[config.mk]
export PLATFORM = sky130hd
export DESIGN_NAME = cpu_sequencer
export DESIGN_NICKNAME = d
export VERILOG_FILES = /design/src/rtl/cpu_sequencer.sv
export SDC_FILE = /design/constraint.sdc
export NUM_CORES = 1
export LEC_CHECK = 0
export ABC_AREA = 1
export BUFFER_PORTS_ARGS = -buffer_cell sky130_fd_sc_hd__buf_2
export CAP_MARGIN = 40
export CORE_MARGIN = 1
export CORE_UTILIZATION = 40
export DETAILED_ROUTE_END_ITERATION = 10
export PLACE_DENSITY_LB_ADDON = 0.1
export SETUP_SLACK_MARGIN = 0.1
export SYNTH_ARGS = -nofsm -noshare
export SYNTH_HDL_FRONTEND = slang
export SYNTH_SLANG_ARGS = --single-unit
[constraint.sdc]
create_clock -name CLK -period 1.5 [get_ports CLK]
set_input_delay 0.3 -clock CLK [delete_from_list [all_inputs] [get_ports CLK]]
set_output_delay 0.3 -clock CLK [all_outputs]
set_load 0.02 [all_outputs]
[src/rtl/cpu_sequencer.sv]
// Timing-state generator for the accumulator CPU: one-hot FETCH/EXEC1/EXEC2
// strobes, run / single-step / halt control, illegal-opcode trap, and
// saturating instruction and cycle counters for debug.
module cpu_sequencer #(
    parameter int CNT_W = 16
) (
    input  logic             CLK,
    input  logic             RESET,
    input  logic             RUN,
    input  logic             STEP,
    input  logic             EXTRA,
    input  logic [3:0]       IR,
    output logic             FETCH,
    output logic             EXEC1,
    output logic             EXEC2,
    output logic             HALTED,
    output logic             ILLEGAL,
    output logic [CNT_W-1:0] INSTR_CNT,
    output logic [CNT_W-1:0] CYCLE_CNT
);

    typedef enum logic [2:0] {
        S_IDLE,
        S_FETCH,
        S_EXEC1,
        S_EXEC2,
        S_HALT,
        S_TRAP
    } state_t;

    localparam logic [3:0] OP_STP = 4'b0111;

    state_t state;
    state_t state_nxt;
    logic   ss;          // set while the current instruction was started by a step
    logic   ss_nxt;
    logic   step_q;
    logic   step_pulse;
    logic   eoi;         // last cycle of a completed instruction
    logic   active;      // a phase strobe is high this cycle

    // Counters stick at all-ones instead of wrapping.
    function automatic logic [CNT_W-1:0] sat_inc(input logic [CNT_W-1:0] v);
        return (&v) ? v : v + {{(CNT_W-1){1'b0}}, 1'b1};
    endfunction

    // Opcodes with no defined instruction behind them.
    function automatic logic is_illegal(input logic [3:0] op);
        case (op)
            4'b1001, 4'b1100, 4'b1101, 4'b1110, 4'b1111: return 1'b1;
            default:                                     return 1'b0;
        endcase
    endfunction

    assign step_pulse = STEP & ~step_q;
    assign active     = (state == S_FETCH) || (state == S_EXEC1) || (state == S_EXEC2);

    // Moore outputs: decoded from the state register only.
    assign FETCH   = (state == S_FETCH);
    assign EXEC1   = (state == S_EXEC1);
    assign EXEC2   = (state == S_EXEC2);
    assign HALTED  = (state == S_HALT) || (state == S_TRAP);
    assign ILLEGAL = (state == S_TRAP);

    // State, single-step flag and step edge detector registers.
    always_ff @(posedge CLK or posedge RESET) begin
        if (RESET) begin
            state  <= S_IDLE;
            ss     <= 1'b0;
            step_q <= 1'b0;
        end else begin
            state  <= state_nxt;
            ss     <= ss_nxt;
            step_q <= STEP;
        end
    end

    // Next-state logic; RUN is only looked at in IDLE and at end of instruction.
    always_comb begin
        state_nxt = state;
        ss_nxt    = ss;
        eoi       = 1'b0;
        case (state)
            S_IDLE: begin
                if (RUN) begin
                    state_nxt = S_FETCH;
                    ss_nxt    = 1'b0;
                end else if (step_pulse) begin
                    state_nxt = S_FETCH;
                    ss_nxt    = 1'b1;
                end
            end
            S_FETCH: state_nxt = S_EXEC1;
            S_EXEC1: begin
                if (IR == OP_STP)
                    state_nxt = S_HALT;
                else if (is_illegal(IR))
                    state_nxt = S_TRAP;
                else if (EXTRA)
                    state_nxt = S_EXEC2;
                else
                    eoi = 1'b1;
            end
            S_EXEC2: eoi = 1'b1;
            S_HALT:  state_nxt = S_HALT;
            S_TRAP:  state_nxt = S_TRAP;
            default: state_nxt = S_IDLE;
        endcase
        // A stepped instruction always returns to IDLE, even with RUN high.
        if (eoi)
            state_nxt = (RUN && !ss) ? S_FETCH : S_IDLE;
    end

    // Debug counters: completed instructions and active phase cycles.
    always_ff @(posedge CLK or posedge RESET) begin
        if (RESET) begin
            INSTR_CNT <= '0;
            CYCLE_CNT <= '0;
        end else begin
            if (eoi)
                INSTR_CNT <= sat_inc(INSTR_CNT);
            if (active)
                CYCLE_CNT <= sat_inc(CYCLE_CNT);
        end
    end

endmodule

# == Word-level counts from Yosys, hierarchy flattened ==
# Cells that the tools add are included.
# classes
n_addsub,2
eq_ne,14
muxes,17
n_bitwise,4
n_reduce_logical,14
# ops
operator,n
"16-bit by 1-bit adder with 16-bit output, second input constant",2
16-bit AND reduction,2
"4-bit == test, second input constant",5
3-bit two-way mux,6
3-bit case mux with 6 select lines,1
1-bit two-way mux,9
"3-bit by 2-bit == test with 1-bit output, second input constant",2
"3-bit == test, second input constant",2
2-bit AND reduction,3
"5-bit by 2-bit inequality test with 1-bit output, second input constant",1
5-bit OR reduction,1
"4-bit by 3-bit == test with 1-bit output, second input constant",1
"4-bit inequality test, second input constant",1
"3-bit by 1-bit == test with 1-bit output, second input constant",1
3-bit logical NOT,1
1-bit logical OR,3
1-bit inverter,3
3-bit AND reduction,1
"2-bit by 1-bit inequality test with 1-bit output, second input constant",1
1-bit case mux with 2 select lines,1
2-bit nonzero test,1
1-bit bitwise AND,1
1-bit logical AND,1
1-bit logical NOT,1
# totals
ff_bits,37
inputBits,9
output_inout_bits,37
word_cells,56

# == Logic depth before layout (Yosys ltp) ==
# Gate-level depths: netlist (run 1).
# depth
word_depth,10
ltp_mapped,10
ltp_nobuf,9

# == Worst setup path after synthesis (run 1) ==
# Ideal clock, no wire load.
# synth_timing
kind,register -> register
from,register CYCLE_CNT[0]
to,register CYCLE_CNT[10]
setup_time_ns,0.117
arrival_time_ns,1.534
t_required_ns,1.383
path_slack_ns,-0.151
path_stages_with_launch,10
n_path_buf,1
synth_period_minus_slack_ns,1.651
path_cell_list,dfrtp_1 > ha_1 > nand3_1 > inv_2 > nand4_1 > nand2_2 > inv_2 > buf_2 > nand2_1 > nand2_1
# synth_via
elab_chain_len,3
word_cells_on_any_way,4
cone_classes,1 x add/sub; 1 x bitwise; 2 x reduce/logical
# synth_rtl
item,line,text
start: declaration,19,output logic [CNT_W-1:0] CYCLE_CNT
start signal: assignment,123,CYCLE_CNT <= sat_inc(CYCLE_CNT);
"parallel branches: the longest is 3 deep, another holds 16-bit by 1-bit adder with 16-bit output",--,
# Parallel ways; which one is timed is not known.
# A chain may end at the register's enable or synchronous reset.

# == Final worst setup path (run 1) ==
# layout_timing
from,register state[2]
to,output EXEC2
# layout_via
elab_chain_len,1
# layout_rtl
item,line,text
start: declaration,33,state_t state;
start signal: assignment,72,state <= state_nxt;
3-bit by 2-bit == test with 1-bit output,61,assign EXEC2 = (state == S_EXEC2);
end: declaration,15,"output logic EXEC2,"
# No other way between the ends.

==> results of run 1 <==
[Yosys cell counts (all sizes together)]
master	instances	area, um2
nand2	145	592
nor2	40	170
dfrtp	37	926
nand3	31	165
inv	25	93.8
xnor2	15	131
nand4	8	65.1
o21ai	7	35.0
xor2	7	61.3
buf	5	40.0
a21oi	3	15.0
ha	2	25.0
nor3	2	21.3
o22ai	1	6.26
[metrics by stage]
step	instances	hold slack [ns]
2_1_floorplan	328	0.331
3_3_place_gp	458	0.427
3_5_place_dp	458	0.432
4_1_cts	476	0.123
5_1_grt	490	0.125
6_report	490	0.105
[power by group through the flow]
stage               logic (W)  registers, W  clock network (W)
global placement    0.0000630       0.00102                  0
finish              0.0000785       0.00100           0.000924
detailed placement  0.0000636       0.00102                  0
global route        0.0000880       0.00100           0.000987
CTS                 0.0000732       0.00100           0.000943
floorplan           0.0000370       0.00102                  0
[layout by cell type (no fill, tap or decap), drive strengths merged, types with 2 or more instances in the layout]
cell type  synthesis  routed
nand2            145     146
buf                5      84
nor2              40      40
dfrtp             37      37
nand3             31      31
inv               25      25
xnor2             15      15
nand4              8       8
clkbuf             0       8
xor2               7       7
o21ai              7       7
a21oi              3       3
nor3               2       2
ha                 2       2
[state kept, by name (all words and copies together) (netlist names)]
register	count
ss	1
step_q	1
state	3
CYCLE_CNT	16
INSTR_CNT	16
[layer usage]
metal,part of all wire,global-route usage,vias up,routed length [um]
met4,0.012,0.0704,0,78
met1,0.49,0.299,1095,3130
met3,0.039,0.0384,10,250
li1,-,-,1213,-
met2,0.46,0.310,50,2910
met5,0,0,-,0
[worst paths after layout]
check,start,endpoint,slack [ns]
setup reg to reg,state[2]$_DFFE_PP0P_,INSTR_CNT[3]$_DFFE_PP0P_,0.02
min in group CLK,STEP,step_q$_DFF_PP0_,0.13
hold reg to reg,ss$_DFFE_PP0P_,ss$_DFFE_PP0P_,0.51
max in group asynchronous,RESET,INSTR_CNT[1]$_DFFE_PP0P_,1.02
hold / removal,RESET,CYCLE_CNT[15]$_DFFE_PP0P_,0.11
setup / recovery,state[2]$_DFFE_PP0P_,EXEC2,-0.02
[logic make-up after synthesis]
family	after synthesis
flops	37
xor+xnor	22
compound gates	11
fa+ha+maj	2
simple gates	226
buf+inv	30
[worst register-to-register path: stages (launching register included)]
cell	delay, ns
dfrtp_1	0.44
inv_2	0.15
nand2_4	0.08
nor2_4	0.13
buf_4	0.12
inv_2	0.05
nand2_8	0.14
clkbuf_16	0.17
nand3_1	0.07
nand2_1	0.06
[layout make-up]
cell class	instances	area, um2	share of cell area
clock buffers	6	82.6	0.0244
inverters	25	104	0.0307
clock inverters	2	37.5	0.0111
well taps	72	90.1	0.0266
flip-flops and latches	37	946	0.279
repair buffers	86	639	0.189
multi-input cells	262	1490	0.439
[timing repair]
action / 4_1_cts / 5_1_grt
pin swaps: 2 / 13
resized for setup: 15 / 43
buffers inserted: 10 / 11
cloned: 0 / 3
endpoints found under the setup margin: 35 / 38
==> metrics.md, run 1 <==
| Metric | Value |
|---|---|
| Static Leak | `about 1.7 nW` |
| Tmin final | `around 1.5 ns` |
| H-tree levels | `2` |
| Die Footprint | `between 6000 and 7000 um2` |
| Initial antenna violation count | `0` |
| Final Power | `between 0.002 and 0.0025 W` |
| Fill count | `approximately 500` |
| Crit. End Element | `primary output` |
| Worst Path Required | `around 1.2 ns` |
| CP cell instances | `inv_2, nand2_4, nor2_4, buf_6` |
| DR DRC count | `0` |
| Latest clock arrival within the worst-skew pair | `approximately 0.30 ns` |
| Synth warnings | `0` |
| Fin crit share | `1.01` |
| Post-Synth Adder-Cell Area | `0.0107` |
| Post-synthesis sequential area ratio | `0.394` |
| Worst path max stage delay | `between 0.4 and 0.5 ns` |
| Vert. Die Dim | `between 70 and 80 um` |
| Clock sink count | `37` |
| Max-cap violations | `0` |
| Failing checks | `setup timing` |
| Worst reg-to-reg path cell count | `9` |
| Distinct cells, synth | `24` |
| Final worst slack | `-0.0176 ns` |
| CP Data Arrival Time | `between 1 and 1.5 ns` |
| Register share of total power | `0.500` |
| Syn Area/Cell | `~7 um2` |
| Final ANT Viol Nets | `0` |
| Slew HR | `0.676` |
| CP delay by family, top | `flip-flops` |
| GP Congestion | `0.873` |
| Top fanout value on the critical path | `4` |
| Util after Layout | `0.608` |
| Drt first pass iters | `4` |
| Combinational family with the most area after synthesis | `simple AND/OR/NAND/NOR gates` |
| # setup viols final | `2` |
| Inserted Clock Buffers | `5` |
| WL final | `between 6 and 7 mm` |
| Cell Area, Placed | `approximately 2800 um2` |
| Slew at the pin closest to its max-slew limit | `~0.49 ns` |
| Mapped Nets | `approximately 340` |
| Synthesized flop and latch total | `37` |
| Total core area | `around 5600 um2` |
| Outcome | `complete, but fails checks` |
| Vias per cell | `4.83` |
| Clock-pin slew on the worst setup and hold paths | `approximately 0.090 ns` |
| DP Worst Slack | `between 0.02 and 0.03 ns` |
| Hold Buf Count CTS | `0` |
| Startpoint types | `flip-flop` |
| Root Driver | `clkbuf_8` |
| CTS tree | `done` |
| Dpl hpwl | `roughly 4 mm` |
| Initial Util | `0.421` |
| Vias in the first global route | `~2200` |
| Fin. max-slew vios | `0` |
| Clk network pwr share | `0.461` |
| Top Ports | `46` |
| Iter 0 DRT Violations | `141` |
| Net Sw Power | `about 0.00044 W` |
| Antenna fix cells | `0` |
| Comb pwr share | `0.039` |
| Synth Area in XOR/XNOR | `0.0821` |
| RSZ-0062 raised after global routing | `true` |
| Crit-path slowest cell | `dfrtp_1` |
| Row Count | `27` |
| Area grow syn2layout | `44.3%` |
| # nets final | `428` |
| Layout cells sized above 1 | `0.400` |
| Max VDD drop | `just over 0.0004 V` |
| Crit path kind | `flip-flop to primary output` |
| Largest net degree at the start of global routing | `38` |
| First-pass GRT wire length | `10.0 mm` |
| Max clock buf depth | `2` |
| Vias | `~2400` |
| Global-route usage over all layers | `0.208` |
| Clock skew | `between 0.01 and 0.015 ns` |
| Compound-Gate Fraction of Synth Area | `0.0240` |
| Final instance area | `3390 um2` |
| Synth Area in Simple Gates | `0.432` |
| Sw Share | `0.218` |
| Pint | `0.00157 W` |
| Mux contribution to synthesized area | `0` |
| WL per Instance | `around 13 um` |
| Hold violation total from the final report | `0` |
| Min-Delay Path Class | `primary input to asynchronous set/reset pin` |
| Number of I/O port buffers | `45` |
| Max Freq | `659 MHz` |
| Grt ovf | `0` |
| Crit path depth | `4` |
| Total negative slack | `-0.0345 ns` |
| Synth Instances | `328` |
| Die Width | `~79 um` |
| Cell Area, Synth | `about 2300 um2` |
| Power Density | `approximately 590 nW/um2` |
| Buf+Inv Stages, Crit Path | `2` |
No activity file was read; power rests on OpenSTA's default activity.
==> run 2: changes to the inputs <==
--- a/config.mk
+++ b/config.mk
@@ -9,10 +9,11 @@
 export BUFFER_PORTS_ARGS = -buffer_cell sky130_fd_sc_hd__buf_2
 export CAP_MARGIN = 40
 export CORE_MARGIN = 1
-export CORE_UTILIZATION = 40
+export CORE_UTILIZATION = 35
 export DETAILED_ROUTE_END_ITERATION = 10
 export PLACE_DENSITY_LB_ADDON = 0.1
 export SETUP_SLACK_MARGIN = 0.1
+export SKIP_LAST_GASP = 1
 export SYNTH_ARGS = -nofsm -noshare
 export SYNTH_HDL_FRONTEND = slang
 export SYNTH_SLANG_ARGS = --single-unit
==> run 2 against run 1 <==
The run ends with DRC left; power shrank 2.4%; first-iteration DRC count fell by 16%; non-clock buffer count is 6 lower; worst setup slack improved by 0.043 ns; critical path type unchanged; largest power group unchanged; highest routed layer unchanged.
==> metrics.md, run 2 (same netlist as run 1, synthesis figures left out) <==
| Metric | Value |
|---|---|
| CTS tree | `done` |
| Worst reg-to-reg path cell count | `8` |
| Vert. Die Dim | `83.9 um` |
| Hold violation total from the final report | `0` |
| Die Width | `83.9 um` |
| Min-Delay Path Class | `primary input to asynchronous set/reset pin` |
| Largest net degree at the start of global routing | `38` |
| Clock skew | `0.0108 ns` |
| Row Count | `29` |
| Most common cell after layout, fill and taps aside | `nand2_1` |
| First-pass GRT wire length | `a little over 10 mm` |
| Dpl hpwl | `a little over 4 mm` |
| Total negative slack | `0 ns` |
| Antenna fix cells | `0` |
| Crit path kind | `flip-flop to primary output` |
| Static Leak | `1.64 nW` |
| Max VDD drop | `0.000436 V` |
| Total placed cells including tap cells | `between 400 and 500` |
| Final ANT Viol Nets | `0` |
| Startpoint types | `flip-flop` |
| Final worst slack | `around 0.025 ns` |
| Top Ports | `46` |
| Slew at the pin closest to its max-slew limit | `approximately 0.27 ns` |
| Worst Path Required | `around 1.2 ns` |
| Worst R2R End | `INSTR_CNT[8]$_DFFE_PP0P_` |
| Root Driver | `clkbuf_8` |
| Fin cells | `489` |
| Inserted Clock Buffers | `5` |
| Vias | `roughly 2300` |
| Clock-pin slew on the worst setup and hold paths | `roughly 0.080 ns` |
| Vias in the first global route | `approximately 2200` |
| Util after Layout | `0.514` |
| WL per Instance | `between 10 and 15 um` |
| # setup viols final | `0` |
| Initial antenna violation count | `0` |
| Outcome | `complete, but fails checks` |
| Latest clock arrival within the worst-skew pair | `0.30 ns` |
| # nets final | `roughly 420` |
| Max clock buf depth | `2` |
| RSZ-0062 raised after global routing | `true` |
| CP Data Arrival Time | `between 1 and 1.5 ns` |
| Slew HR | `0.822` |
| FF-to-FF Start | `state[2]$_DFFE_PP0P_` |
| Iter 0 DRT Violations | `118` |
| Crit. End Element | `primary output` |
| Fin crit share | `0.983` |
| Fin. max-slew vios | `0` |
| Top fanout value on the critical path | `5` |
| Global-route usage over all layers | `0.179` |
| H-tree levels | `2` |
| Top Registers | `CYCLE_CNT (16), INSTR_CNT (16), state (3)` |
| Drt first pass iters | `7` |
| DR DRC count | `6` |
| Die Footprint | `~7000 um2` |
| Flop-to-flop setup slack | `0.05 ns` |
| Layout cells sized above 1 | `0.381` |
| Max-cap violations | `0` |
| Number of I/O port buffers | `between 40 and 50` |
| Power Density | `593 nW/um2` |
| Vias per cell | `roughly 4.7` |
| Failing checks | `DRC` |
| Tmin final | `about 1.5 ns` |
| Area grow syn2layout | `40.5%` |
| WL final | `6.03 mm` |
| Initial Util | `0.365` |
| Most frequent cells in the layout | `nand2_1, buf_2, nor2_1` |
| Max Freq | `slightly below 700 MHz` |
| Total core area | `roughly 6400 um2` |
| GP Congestion | `slightly below 0.8` |
| Grt ovf | `0` |
| DP Worst Slack | `between 0.03 and 0.04 ns` |
| Clock sink count | `37` |
## run 2: cell count changes in the layout (fill, tap and decap cells not counted), moves of 2 or more
cell / delta
nand3_1: +5
dfrtp_2: +2
nand2_1: -3
nor2_1: +2
dfrtp_1: -2
nand2_2: +4
buf_4: -5
nand3_2: -5
nor2_2: -2
## run 2: worst max path at each step
stage | to | depth (start not counted) | startpoint
6_report | EXEC2 | 4 | state[2]$_DFFE_PP0P_
5_1_grt | EXEC2 | 4 | state[2]$_DFFE_PP0P_
4_1_cts | FETCH | 4 | state[0]$_DFFE_PP0P_
3_5_place_dp | INSTR_CNT[11]$_DFFE_PP0P_ | 8 | state[2]$_DFFE_PP0P_
3_3_place_gp | INSTR_CNT[13]$_DFFE_PP0P_ | 8 | state[2]$_DFFE_PP0P_
2_1_floorplan | CYCLE_CNT[10]$_DFFE_PP0P_ | 9 | CYCLE_CNT[0]$_DFFE_PP0P_
## run 2: stage by stage
stage | instance area (um2) | hold WS (ns) | total power (W)
finish | 3300 | 0.0460 | 0.00195
global route | 3300 | 0.0615 | 0.00206
CTS | 3070 | 0.0509 | 0.00199
detailed placement | 2820 | 0.373 | 0.00109
global placement | 2820 | 0.363 | 0.00109
floorplan | 2420 | 0.331 | 0.00106
## run 2: routing by layer
metal  wire length (um)  vias up  global-route usage
met4                 65        0              0.0533
met2               2860       40               0.292
met1               2910     1070               0.238
li1                   -     1195                   -
met3                198        7              0.0386
met5                  0        -                   0
## run 2: layout make-up
type                    count  area [um2]
clock inverters             2        38.8
well taps                  77        96.3
clock buffers               6        72.6
repair buffers             80         582
flip-flops and latches     37         948
multi-input cells         262        1460
inverters                  25         104
fillers                   612        3120
## run 2: worst max-delay path, cell delays in order, from the launching register on
cell	delay, ns
dfrtp_2	0.46
inv_4	0.11
nand2_4	0.07
nor2_4	0.12
buf_6	0.12
## run 2: repair_timing
action                                  CTS  global route
setup buffers                             7            12
hold buffers                              0             0
endpoints found under the setup margin   21            40
pin swaps                                 4            10
gates resized for setup                  18            35
gates cloned                              2             1
## run 2: where the power goes
part / internal [W] / leakage [nW] / switching [W] / total, W
sequential: 0.000999 / 0.479 / 0.00000141 / 0.00100
clock: 0.000499 / 0.0554 / 0.000379 / 0.000879
combinational: 0.0000274 / 1.10 / 0.0000479 / 0.0000753
==> run 3: changes to the inputs <==
--- a/config.mk
+++ b/config.mk
@@ -8,6 +8,7 @@
 export ABC_AREA = 1
 export BUFFER_PORTS_ARGS = -buffer_cell sky130_fd_sc_hd__buf_2
 export CAP_MARGIN = 40
+export CORE_ASPECT_RATIO = 1.75
 export CORE_MARGIN = 1
 export CORE_UTILIZATION = 35
 export DETAILED_ROUTE_END_ITERATION = 10
==> constraint.sdc (replaced) <==
create_clock -name CLK -period 1.7 [get_ports CLK]
set_input_delay 0.34 -clock CLK [delete_from_list [all_inputs] [get_ports CLK]]
set_output_delay 0.34 -clock CLK [all_outputs]
set_load 0.02 [all_outputs]
==> run 3 against run 2 <==
The flow now finishes without violations; largest power group is now the clock network; via count decreased by 2.9%; die area increased by 0.19%; critical path type unchanged; highest routed layer unchanged; routed wire length rose by 1.0%.
==> metrics.md, run 3 (same netlist as run 1, synthesis figures left out) <==
| Metric | Value |
|---|---|
| Outcome | `complete, no violations` |
| Hold Buf Count CTS | `0` |
| Clock skew | `0.00630 ns` |
| Root Driver | `clkbuf_16` |
| Final ANT Viol Nets | `0` |
| Inserted Clock Buffers | `5` |
| Drt first pass iters | `4` |
| H-tree levels | `2` |
| Layout cells sized above 1 | `0.282` |
| Area taken by flip-flops and latches | `just over 900 um2` |
| Vert. Die Dim | `roughly 110 um` |
| Min-Delay Path Class | `primary input to asynchronous set/reset pin` |
| Latest clock arrival within the worst-skew pair | `about 0.28 ns` |
| Fill count | `between 700 and 800` |
| Die Width | `roughly 64 um` |
| Total placed cells including tap cells | `around 460` |
| Global-route usage over all layers | `0.191` |
| Crit path kind | `flip-flop to primary output` |
| # nets final | `a little over 400` |
| Slew HR | `0.659` |
| Initial antenna violation count | `0` |
| Grt ovf | `0` |
| Footprint of the multi-input gates | `about 1300 um2` |
| Total core area | `6490 um2` |
| # setup viols final | `0` |
| Total negative slack | `0 ns` |
| Worst Path Required | `between 1 and 1.5 ns` |
| Final instance area | `between 2000 and 3000 um2` |
| Startpoint types | `flip-flop` |
| Iter 0 DRT Violations | `between 80 and 90` |
| Initial Util | `0.362` |
| Cell Area, Placed | `between 2000 and 3000 um2` |
| Static Leak | `1.52 nW` |
| Worst reg-to-reg path cell count | `7` |
| Max clock buf depth | `2` |
| Worst setup endpoint | `EXEC2` |
| Largest net degree at the start of global routing | `38` |
| Clock sink count | `37` |
| Dpl hpwl | `between 4 and 5 mm` |
| Hold WS | `about 0.17 ns` |
| Top fanout value on the critical path | `5` |
| Fin cells | `475` |
| WL per Instance | `approximately 13 um` |
| Crit path from | `state[2]$_DFFE_PP0P_` |
| Vias per cell | `between 4 and 5` |
| Clock-pin slew on the worst setup and hold paths | `roughly 0.06 ns` |
| Die Footprint | `7050 um2` |
| CTS tree | `done` |
| Max-cap violations | `0` |
| CP Data Arrival Time | `1.18 ns` |
| Fin crit share | `0.895` |
| Slew at the pin closest to its max-slew limit | `around 0.51 ns` |
| Top Ports | `46` |
| Worst R2R End | `INSTR_CNT[11]$_DFFE_PP0P_` |
| Max VDD drop | `0.000355 V` |
| Most frequent cells in the layout | `nand2_1, buf_2, nor2_1` |
| Flop-to-flop setup slack | `between 0.2 and 0.25 ns` |
| Power Density | `617 nW/um2` |
| Fin. max-slew vios | `0` |
| WL final | `6.09 mm` |
| Final Power | `between 0.0015 and 0.002 W` |
| FF-to-FF Start | `INSTR_CNT[0]$_DFFE_PP0P_` |
| Max Freq | `between 600 and 700 MHz` |
| Vias | `2244` |
| GP Congestion | `0.848` |
| Hold violation total from the final report | `0` |
| Top Registers | `CYCLE_CNT (16), INSTR_CNT (16), state (3)` |
| Tmin final | `1.52 ns` |
| Number of I/O port buffers | `45` |
| Vias in the first global route | `~2200` |
| Antenna fix cells | `0` |
| Area grow syn2layout | `26.2%` |
| First-pass GRT wire length | `~10 mm` |
| Most common cell after layout, fill and taps aside | `nand2_1` |
| Crit. End Element | `primary output` |
| DR DRC count | `0` |
| RSZ-0062 raised after global routing | `false` |
| Row Count | `39` |
## run 3: cell count changes in the layout (fill, tap and decap cells not counted), moves of 3 or more
cell / delta
buf_4: -12
dfrtp_1: +12
dfrtp_2: -12
nand2_1: +8
nand2_2: -6
buf_6: -5
clkbuf_8: -5
clkbuf_16: +4
buf_12: -3
buf_2: +3
nand3_4: -3
nor2_1: +3
## run 3: worst min-delay path by stage
stage | start | endpoint | slack [ns]
floorplan | STEP | step_q$_DFF_PP0_ | 0.37
global placement | STEP | step_q$_DFF_PP0_ | 0.46
detailed placement | STEP | step_q$_DFF_PP0_ | 0.47
CTS | STEP | step_q$_DFF_PP0_ | 0.18
global route | STEP | step_q$_DFF_PP0_ | 0.18
finish | RESET | CYCLE_CNT[12]$_DFFE_PP0P_ | 0.17
## run 3: layer usage
metal	up-vias	track usage	wire, um
li1	1160	-	-
met1	1034	0.194	2350
met2	40	0.372	3440
met3	10	0.0298	147
met4	0	0.0942	152
met5	-	0	0
## run 3: final cells by class
type | instances | area share
clock buffers | 6 | 0.0435
inverters | 25 | 0.0325
repair buffers | 62 | 0.123
multi-input cells | 261 | 0.448
clock inverters | 2 | 0.00338
flip-flops and latches | 37 | 0.315
well taps | 82 | 0.0346
## run 3: critical path, cell delays in order (launching register included)
cell     delay, ns
dfrtp_1       0.43
inv_2         0.12
nand2_2       0.09
nor2_4        0.12
buf_4         0.14
## run 3: power breakdown
part	total [W]	leakage (nW)	internal, W	switching [W]
registers	0.000885	0.498	0.000884	0.00000118
clock network	0.000887	0.0706	0.000538	0.000349
logic	0.0000555	0.956	0.0000163	0.0000392
total	0.00183	1.52	0.00144	0.000390
## run 3: per-stage QoR
step                utilization  setup WS [ns]
floorplan                     -          0.124
CTS                       0.444          0.104
detailed placement        0.422          0.137
global route              0.457         0.0997
finish                    0.457          0.178
global placement          0.422          0.178
## run 3: repair_timing
item | 4_1_cts | 5_1_grt
setup endpoints to repair | 1 | 30
gates resized for setup | 2 | 17
gates cloned | 0 | 0
setup buffers | 0 | 4
pin swaps | 0 | 3
